==> config.mk <==
export PLATFORM = sky130hd
export DESIGN_NAME = lcd_ydrive_seq_flat
export DESIGN_NICKNAME = d
export VERILOG_FILES = /design/src/rtl/lcd_ydrive_if.sv /design/src/rtl/lcd_ydrive_seq.sv /design/src/flat_wrapper.sv
export SDC_FILE = /design/constraint.sdc
export NUM_CORES = 1
export LEC_CHECK = 0
export ABC_AREA = 0
export CAP_MARGIN = 10
export CORE_ASPECT_RATIO = 1.75
export CORE_UTILIZATION = 50
export CTS_CLUSTER_DIAMETER = 80
export DETAILED_ROUTE_END_ITERATION = 8
export PLACE_DENSITY = 0.79
export SETUP_SLACK_MARGIN = 0.4
export SLEW_MARGIN = 20
export SYNTH_ARGS = -nofsm -noshare
export SYNTH_HDL_FRONTEND = slang
export SYNTH_SLANG_ARGS = --single-unit
==> constraint.sdc <==
create_clock -name clk -period 3.4 [get_ports clk]
set_input_delay 0.68 -clock clk [delete_from_list [all_inputs] [get_ports clk]]
set_output_delay 0.68 -clock clk [all_outputs]
set_load 0.01 [all_outputs]
==> src/rtl/lcd_ydrive_if.sv <==
// lcd_ydrive_if: enable input and timing outputs of the LCD Y-driver sequencer
interface lcd_ydrive_if;
    logic       en;
    logic       CPL;
    logic       S;
    logic       FR;
    logic [7:0] line;
    logic       vblank;
    logic       frame_start;
    modport master (input en, output CPL, S, FR, line, vblank, frame_start);
    modport slave (output en, input CPL, S, FR, line, vblank, frame_start);
endinterface

==> src/rtl/lcd_ydrive_seq.sv <==
// lcd_ydrive_seq: line clock, frame start and polarity sequencer for the LCD row driver
// LCD_FR_LINE_INV_EN selects line inversion of FR; otherwise FR inverts once per frame.
module lcd_ydrive_seq #(
    parameter int LINE_CYCLES   = 456,
    parameter int VISIBLE_LINES = 144,
    parameter int TOTAL_LINES   = 154,
    parameter int CPL_WIDTH     = 4
) (
    input logic clk,
    input logic rst,
    lcd_ydrive_if.master bus
);
    localparam int DW = LINE_CYCLES > 1 ? $clog2(LINE_CYCLES) : 1;
    localparam int LW = TOTAL_LINES > 1 ? $clog2(TOTAL_LINES) : 1;
    localparam logic [DW-1:0] DOT_LAST  = DW'(LINE_CYCLES - 1);
    localparam logic [DW-1:0] CPL_END   = DW'(CPL_WIDTH);
    localparam logic [LW-1:0] LINE_LAST = LW'(TOTAL_LINES - 1);
    localparam logic [LW-1:0] VIS_LAST  = LW'(VISIBLE_LINES - 1);

    typedef enum logic [1:0] {OFF, ACTIVE, VBLANK} state_t;

    state_t state_q, state_d;
    logic [DW-1:0] dot_q, dot_d;
    logic [LW-1:0] line_q, line_d;
    logic cpl_q, cpl_d, s_q, s_d, fr_q, fr_d, vblank_q, vblank_d, fs_q, fs_d;
    logic dot_wrap, line_wrap, fr_toggle, on;

    // Outputs are derived from next-state counters so they move on the same edge.
    always_comb begin
        dot_wrap  = dot_q == DOT_LAST;
        line_wrap = dot_wrap && line_q == LINE_LAST;
`ifdef LCD_FR_LINE_INV_EN
        fr_toggle = dot_wrap;
`else
        fr_toggle = line_wrap;
`endif
        state_d = state_q;
        dot_d   = '0;
        line_d  = '0;
        fr_d    = 1'b0;
        if (!bus.en) state_d = OFF;
        else if (state_q == OFF) state_d = ACTIVE;
        else begin
            dot_d  = dot_wrap ? '0 : dot_q + DW'(1);
            line_d = line_wrap ? '0 : line_q + LW'(dot_wrap);
            fr_d   = fr_q ^ fr_toggle;
            if (line_wrap) state_d = ACTIVE;
            else if (dot_wrap && line_q == VIS_LAST) state_d = VBLANK;
        end
        on       = state_d != OFF;
        cpl_d    = on && dot_d < CPL_END;
        s_d      = on && line_d == '0 && dot_d <= CPL_END;
        fs_d     = on && line_d == '0 && dot_d == '0;
        vblank_d = state_d == VBLANK;
    end

    always_ff @(posedge clk) begin
        if (rst) begin
            state_q  <= OFF;
            dot_q    <= '0;
            line_q   <= '0;
            cpl_q    <= 1'b0;
            s_q      <= 1'b0;
            fr_q     <= 1'b0;
            vblank_q <= 1'b0;
            fs_q     <= 1'b0;
        end else begin
            state_q  <= state_d;
            dot_q    <= dot_d;
            line_q   <= line_d;
            cpl_q    <= cpl_d;
            s_q      <= s_d;
            fr_q     <= fr_d;
            vblank_q <= vblank_d;
            fs_q     <= fs_d;
        end
    end

    assign bus.CPL         = cpl_q;
    assign bus.S           = s_q;
    assign bus.FR          = fr_q;
    assign bus.line        = 8'(line_q);
    assign bus.vblank      = vblank_q;
    assign bus.frame_start = fs_q;
endmodule

==> src/flat_wrapper.sv <==
// flat-port wrapper written by rule: the top's interface ports become plain ports
module lcd_ydrive_seq_flat 
#(
    parameter int LINE_CYCLES   = 456,
    parameter int VISIBLE_LINES = 144,
    parameter int TOTAL_LINES   = 154,
    parameter int CPL_WIDTH     = 4
)
  (clk, rst, bus_en, bus_CPL, bus_S, bus_FR, bus_line, bus_vblank, bus_frame_start);
  lcd_ydrive_if bus_i ();
  input logic clk;
  input logic rst;
  input wire logic [$bits(bus_i.en)-1:0] bus_en;
  output wire logic [$bits(bus_i.CPL)-1:0] bus_CPL;
  output wire logic [$bits(bus_i.S)-1:0] bus_S;
  output wire logic [$bits(bus_i.FR)-1:0] bus_FR;
  output wire logic [$bits(bus_i.line)-1:0] bus_line;
  output wire logic [$bits(bus_i.vblank)-1:0] bus_vblank;
  output wire logic [$bits(bus_i.frame_start)-1:0] bus_frame_start;
  assign bus_i.en = bus_en;
  assign bus_CPL = bus_i.CPL;
  assign bus_S = bus_i.S;
  assign bus_FR = bus_i.FR;
  assign bus_line = bus_i.line;
  assign bus_vblank = bus_i.vblank;
  assign bus_frame_start = bus_i.frame_start;
  lcd_ydrive_seq #(.LINE_CYCLES(LINE_CYCLES), .VISIBLE_LINES(VISIBLE_LINES), .TOTAL_LINES(TOTAL_LINES), .CPL_WIDTH(CPL_WIDTH)) u_core (.clk(clk), .rst(rst), .bus(bus_i));
endmodule
; ---- Word level (Yosys, flattened, before mapping)
; Cells that the tools add are included.
[totals]
rom_bits = 0
output_inout_bits = 13
latchBits = 0
input_bits = 3
memories = 0
ff_bits = 24
ramBits = 0
[classes]
reduce_logical = 11
multipliers = 0
add_sub_neg = 2
magnitude_cmp = 2
div_mod_pow = 0
muxes = 10
shifts = 0
n_eq_ne = 4
n_bitwise = 2
[ops]
columns = operator, count
row1 = 9-bit two-way mux, 3
row2 = 8-bit two-way mux, 3
row3 = 8-bit == test (second input constant), 2
row4 = 9-bit by 1-bit adder with 9-bit output (second input constant), 1
row5 = 9-bit == test (second input constant), 1
row6 = 9-bit by 3-bit less-or-equal comparator with 1-bit output (second input constant), 1
row7 = 9-bit zero test, 1
row8 = 9-bit by 3-bit less-than comparator with 1-bit output (second input constant), 1
row9 = 8-bit by 1-bit adder with 8-bit output, 1
row10 = 8-bit zero test, 1
row11 = 2-bit two-way mux, 4
row12 = 1-bit logical AND, 6
row13 = 3-bit OR reduction, 1
row14 = 2-bit == test (second input constant), 1
row15 = 2-bit zero test, 1
row16 = 2-bit nonzero test, 1
row17 = 1-bit NOT, 1
row18 = 1-bit bitwise XOR, 1

; ---- Depth between registers and ports, before layout
[depth]
ltp_word = 9
ltp_mapped = 12
mapped_depth_nobuf = 11

; ---- Worst setup path after synthesis
; No wires, ideal clock.
[synth_path]
kind = reg-to-reg
from = register u_core.dot_q[0]
to = register u_core.s_q, in the netlist u_core.bus.S
synth_period_minus_slack_ns = 2.627
path_stages_with_launch = 13
path_slack_ns = 0.773
arrival_time_ns = 2.553
setup_ns = 0.074
path_buffers = 1
cell_sequence = dfxtp_1 ha_1 buf_4 nand4_1 or4_4 inv_1 ha_1 ha_1 nand2_1 o32ai_1 o2111ai_1 o211a_1 nor3_2
[synth_between]
elab_chain_cells = 9
word_cells_on_any_way = 20
classes_between = add/sub: 2 / order compare: 1 / eq/ne: 1 / mux: 10 / reduce/logical: 6
[synth_lines]
columns = item, line
row1 = from (decl), lcd_ydrive_seq.sv:23  ; logic [DW-1:0] dot_q, dot_d;
row2 = from (signal assigned), lcd_ydrive_seq.sv:69  ; dot_q <= dot_d;
row3 = "parallel branches: the longest is 8 deep, another holds 9-bit by 1-bit adder with 9-bit output", -
row4 = 1-bit logical AND (*), lcd_ydrive_seq.sv:52  ; s_d = on && line_d == '0 && dot_d <= CPL_END;
row5 = to (signal assigned), lcd_ydrive_seq.sv:63  ; s_q <= 1'b0;
row6 = to (signal assigned), lcd_ydrive_seq.sv:72  ; s_q <= s_d;
row7 = to (decl), lcd_ydrive_seq.sv:25  ; logic cpl_q, cpl_d, s_q, s_d, fr_q, fr_d, vblank_q, vblank_d, fs_q, fs_d;
; Mark *: on every way between the ends.
; A chain may end at the register's enable or synchronous reset.

; ---- Worst setup path after layout
[layout_path]
from = register u_core.dot_q[1]
to = register u_core.s_q, in the netlist u_core.bus.S
; Same word-level chain as after synthesis.

==> metrics.cfg <==
[outcome]
status=finished clean

[sta]
report.final.hold_viol_count=0
final.setup_skew_ps=5.54
fmax_ghz=0.364
timing.final.crit_share_pct=80.7
slew_headroom_pct=73.6
tns_ps=0
min_period_ps=2740
setup_violations=0
slew_violations=0
fin_ws_ps=656
tightest_slew_ps=391
rsz0062_at_grt=false

[final_layout]
seq_area_sq_um=482
multi_input_area_sq_um=692
area_growth_pct=18.0
nets=162
fin_area_sq_mm=0.00142
n_fill_cell=194
final_layout_size_suffix_gt1_share_pct=9.68
diodes=0
utilization_pct=62.5

[grt]
antenna_found_initial=0
grt.overflow.total=0
grt_max_degree=14
grt_pass1_wl_mm=4.34
grt_usage_pct=23.6
first_global_vias=983

[drt]
vias=1036
routed_via_density=5.76
drt_wl_total_mm=2.60
wl_per_cell_um=14.4
drcViolationCount=0
antenna_left=0
firstDrtPassIters=4
first_iter_violations=33

[floorplan]
start_util_pct=53.0
die_x_um=39.1
rows=23
io-pin-count=16
fp.dieArea_sq_mm=0.00262
core_area_sq_mm=0.00227
die_h_um=66.9

[critical_path]
crit_chain=ha_4 -> nand4_1 -> or4_4 -> inv_1 -> ha_1 -> ha_2 -> nand2_1 -> o32ai_1 -> o2111ai_1 -> o211a_1 -> nor3_2
required_ps=3600
reg2reg_to=u_core.bus.S
reg2regPathDepth=11
ff2ff_setup_slack_ps=660
r2r_start=u_core.dot_q[1]
cp_top_family=simple AND/OR/NAND/NOR gates
cp_data_arrival_time_ps=2950
critical_path_buf_inv_count=1
critPathMaxFanout=6
crit_path_top_delay_cell=or4_4
cp-startpoint=u_core.dot_q[1]
end_kind=flip-flop
cp-start-kind=flip-flop
cpPeakStageDelay_ps=520
worstSetupPathType=flip-flop to flip-flop

[worst_hold_path]
min_to=u_core.dot_q[0]
hp-class=flip-flop to flip-flop
holdPathStages=1
hold_start=u_core.dot_q[0]

[placement]
routabilityCongestion=0.796
pre_cts_ws_ps=496
dp_hpwl_mm=2.01
post_dp_cell_area_sq_mm=0.00135
io_buffers=15

[flow_run]
cap_violations=0

[cts]
clk_latency_ps=270
clk_pin_slew_ps=80
root_buffer=clkbuf_8
clock_path_buffers=2
cts_setup_buffers=0
clock-sinks=24
tritoncts=yes
cts_buffers=3
htree_levels=1

[synthesis]
yosys.area.top_type=dfxtp_1
yosys-top-cells-area=dfxtp_1, nor2_1, xnor2_1
synth_top_area_share_pct=39.9
yosys_warnings=0
synthTopCellsByCount=nor2_1, dfxtp_1, nand2_1, xnor2_1
synth.distinct_cells=39
async_flop_share_pct=0
syn_inst=141
seq_area_frac_synth_pct=39.9
netlist_area_sq_mm=0.00120
synth_most_common_cell=nor2_1
synth_edf_count=0
synth-seq-cells=24
synth_nets=147
avgSynthCellArea_sq_um=8.55
synth-main-ff-cell=dfxtp_1

[power]
p_per_area_mw_per_mm2=352
power.leakage_uw=0.000503
peakVddDrop_mv=0.310

worst reg2reg max path, cell delays in order, from the launching register on:
cell and delay [ps]:
dfxtp_1 420, ha_4 200, nand4_1 100, or4_4 520, inv_1 70, ha_1 180
ha_2 240, nand2_1 80, o32ai_1 300, o2111ai_1 160, o211a_1 260, nor3_2 140
how the worst max path moves through the flow:
stage | endpoint | cells past startpoint
final | u_core.bus.S | 11
after global routing | u_core.bus.S | 11
after CTS | u_core.bus.frame_start | 11
after detailed placement | u_core.bus.frame_start | 11
after global placement | u_core.bus.S | 11
after floorplan | u_core.bus.S | 12
kinds of logic (layout without fill, tap and decap cells):
logic type,count (synthesis),count (layout),synth area share (%)
xor gates and xnor gates,15,15,10.9
muxes,2,2,1.77
buffers and inverters,8,22,3.95
AOI/OAI and AO/OA,19,19,10.6
DFF,24,24,39.9
and+or+nand+nor,70,70,29.8
adders and majority gates,3,3,3.12
final cells by class:
cell class,instances,area share (%)
timing repair buffer,15,10.6
multi-input combinational,109,48.7
clock buffer,4,3.87
sequential,24,33.9
inverter,3,0.792
tap,25,2.20
placed cells by master (no fill, tap or decap), types with 2 or more instances in the layout:
| master | instances |
|---|---|
| a21oi_1 | 6 |
| nor4_1 | 2 |
| nor2_1 | 31 |
| nand2b_1 | 2 |
| nand3_1 | 7 |
| dfxtp_1 | 23 |
| nand2_1 | 8 |
| xor2_1 | 7 |
| nand4b_1 | 2 |
| xnor2_1 | 8 |
| nor3_2 | 2 |
| clkdlybuf4s50_1 | 15 |
| nor2b_1 | 2 |
| clkbuf_8 | 4 |
| inv_1 | 2 |
| and3_1 | 3 |
| nand4_1 | 4 |
| o21ai_0 | 4 |
flip-flops by register name, indices dropped and copies added (netlist names):
register                count
u_core.dot_q                9
u_core.bus.line             8
u_core.state_q              2
u_core.bus.CPL              1
u_core.bus.FR               1
u_core.bus.S                1
u_core.bus.frame_start      1
u_core.bus.vblank           1
report_power, final:
part,total [uW],internal (uW),switching [uW]
logic,22.8,12.2,10.6
registers,288,285,2.98
clock network,190,103,86.5
total,501,401,100
timing repair:
item	4_1_cts	5_1_grt
hold buffers	0	0
resized for setup	0	4
setup endpoints to repair	0	2
per-stage QoR:
stage / hold slack, ps / std cells / total power, uW
2_1_floorplan: 449 / 141 / 305
3_3_place_gp: 462 / 176 / 316
6_report: 499 / 180 / 501
5_1_grt: 519 / 180 / 520
4_1_cts: 511 / 180 / 507
3_5_place_dp: 491 / 176 / 317
layer usage:
layer | share of wire, % | track usage (%)
met1 | 39 | 23.4
met2 | 57 | 45.0
met3 | 2.1 | 2.00
met4 | 2.7 | 11.6
met5 | 0 | 0
(Power assumes the default switching activity.)
==> patch (same settings) <==
Add a define of `LCD_FR_LINE_INV_EN`.
--- a/src/rtl/lcd_ydrive_seq.sv
+++ b/src/rtl/lcd_ydrive_seq.sv
@@ -2,2 +2,4 @@
 // LCD_FR_LINE_INV_EN selects line inversion of FR; otherwise FR inverts once per frame.
+`define LCD_FR_LINE_INV_EN
+
 module lcd_ydrive_seq #(
Formal check against the unedited RTL: same outputs for any inputs over 10 cycles, from zero or initial values and one cycle with rst high; that may be too few to reach the edited logic, so the function may still have changed.
==> patch against the unedited design <==
Global-route usage grew 0.90 points; setup slack better by 9.8 ps; design area is 2.0% higher; routed wire length increased by 2.3%; sequential cell count unchanged; combinational power fell by 32%; critical path type unchanged; power increased by 9.5%; largest cell class unchanged; area after synthesis increased by 1.8%.
==> patch: results (changes against the unedited design) <==
| Metric | Value |
|---|---|
| HP Start | `u_core.state_q[1] (was u_core.dot_q[0])` |
| Complex-gate fraction of the synthesized area | `11.1% (was 10.6%)` |
| Slew HR | `62.2% (was 73.6%)` |
| Multi-input gates | `107 (was 109)` |
| Crit path max-delay family | `adder cells (was simple AND/OR/NAND/NOR gates)` |
| Vias in the first global route | `1093 (was 983)` |
| Skew final | `3.47 ps (was 5.54 ps)` |
| Top post-synthesis cells by area | `dfxtp_1 (39%), xor2_1 (9.3%), nor2_1 (6.4%) (was dfxtp_1 (40%), nor2_1 (9.7%), xnor2_1 (5.8%))` |
| CP max-delay cell | `dfxtp_1 (was or4_4)` |
| Routability-driven placement congestion ratio | `0.784 (was 0.796)` |
| Layout clock area frac | `4.92% (was 3.87%)` |
| Multi-input gate share of total cell area | `47.9% (was 48.7%)` |
| Critical-path maximum fanout | `7 (was 6)` |
| Post-Synth XOR/XNOR Area | `12.9% (was 10.9%)` |
| VDD IR max | `0.274 mV (was 0.310 mV)` |
| Sequential area share after synthesis | `39.2% (was 39.9%)` |
| Layout cell share with drive strength beyond 1 | `10.3% (was 9.68%)` |
| Seq cells post-synth | `24 (unchanged)` |
| Finished Layout Cells | `181 (was 180)` |
| Syn Area/Cell | `8.70 um^2 (was 8.55 um^2)` |
| Invs w/o clock | `6 (was 3)` |
| First-pass GRT wire length | `4610 um (was 4340 um)` |
| Adder and majority gate portion of the synthesized area | `3.06% (was 3.12%)` |
| FF/Latch Area | `480 um^2 (was 482 um^2)` |
| Status | `completed (unchanged)` |
| Commonest cells post-synth | `dfxtp_1 (24), nor2_1 (21), xor2_1 (13), nand2_1 (11) (was nor2_1 (31), dfxtp_1 (24), nand2_1 (8), xnor2_1 (8))` |
| P_leak | `0.543 nW (was 0.503 nW)` |
| Clk buf depth | `2 (unchanged)` |
| Worst path max stage delay | `440 ps (was 520 ps)` |
| Gr usage total | `24.5% (was 23.6%)` |
| HPWL Detailed | `2050 um (was 2010 um)` |
| Nets | `163 (was 162)` |
| # fillers | `204 (was 194)` |
| Multiplexer share of the synthesized area | `0.918% (was 1.77%)` |
| DR WL/cell | `14.7 um (was 14.4 um)` |
| Post-synth cell types | `37 (was 39)` |
| Non-clk buf share | `10.4% (was 10.6%)` |
| Largest net degree at the start of global routing | `15 (was 14)` |
| Worst Path Arrival | `2930 ps (was 2950 ps)` |
| Worst hold stages | `2 (was 1)` |
| Crit. Startpoint | `u_core.dot_q[0] (was u_core.dot_q[1])` |
==> patch: changes by cell type after synthesis, sizes merged, moves of 2 or more <==
cell,unedited run,this run
and4,0,2
buf,5,3
nor3,3,7
nor2,31,21
nand4b,2,0
xor2,7,13
and2,1,3
xnor2,8,5
a31oi,1,3
inv,3,6
nand2,8,11
==> patch: stage by stage <==
stage / area (um^2) / utilization (%) / hold WS [ps] / setup WS [ps]
2_1_floorplan: 1230 / - / 433 / 980
3_3_place_gp: 1380 / 59.8 / 446 / 772
3_5_place_dp: 1380 / 59.8 / 452 / 642
4_1_cts: 1450 / 62.9 / 466 / 624
5_1_grt: 1450 / 63.0 / 492 / 418
6_report: 1450 / 63.0 / 463 / 666
==> patch: final timing paths <==
path	endpoint	slack [ps]
max reg2reg	u_core.bus.S	670
max	u_core.bus.S	670
min reg2reg	u_core.state_q[1]	460
min	u_core.state_q[1]	460
==> patch: where the power goes <==
group          internal (mW)  switching [mW]  total [mW]
combinational        0.00801         0.00741      0.0154
sequential             0.284         0.00181       0.286
clock                  0.157          0.0901       0.247
total                  0.449          0.0993       0.549
==> patch: layer usage <==
metal / up-vias / routed length [um] / part of all wire (%) / global-route usage (%)
met5: - / 0 / 0 / 0
met2: 17 / 1440 / 54 / 42.2
met1: 486 / 1050 / 39 / 25.0
li1: 516 / - / - / -
met4: 0 / 117 / 4.4 / 16.4
met3: 11 / 55 / 2.1 / 4.93
==> patch: timing repair <==
| action | CTS | global route |
|---|---|---|
| resized for setup | 0 | 1 |
| endpoints found under the hold margin | 0 | 0 |
| setup endpoints to repair | 0 | 2 |
==> patch: tightest hold or removal path, cell delays in order, from the launching register on <==
cell and delay [ps]:
dfxtp_1 330, inv_1 50, a21oi_1 50
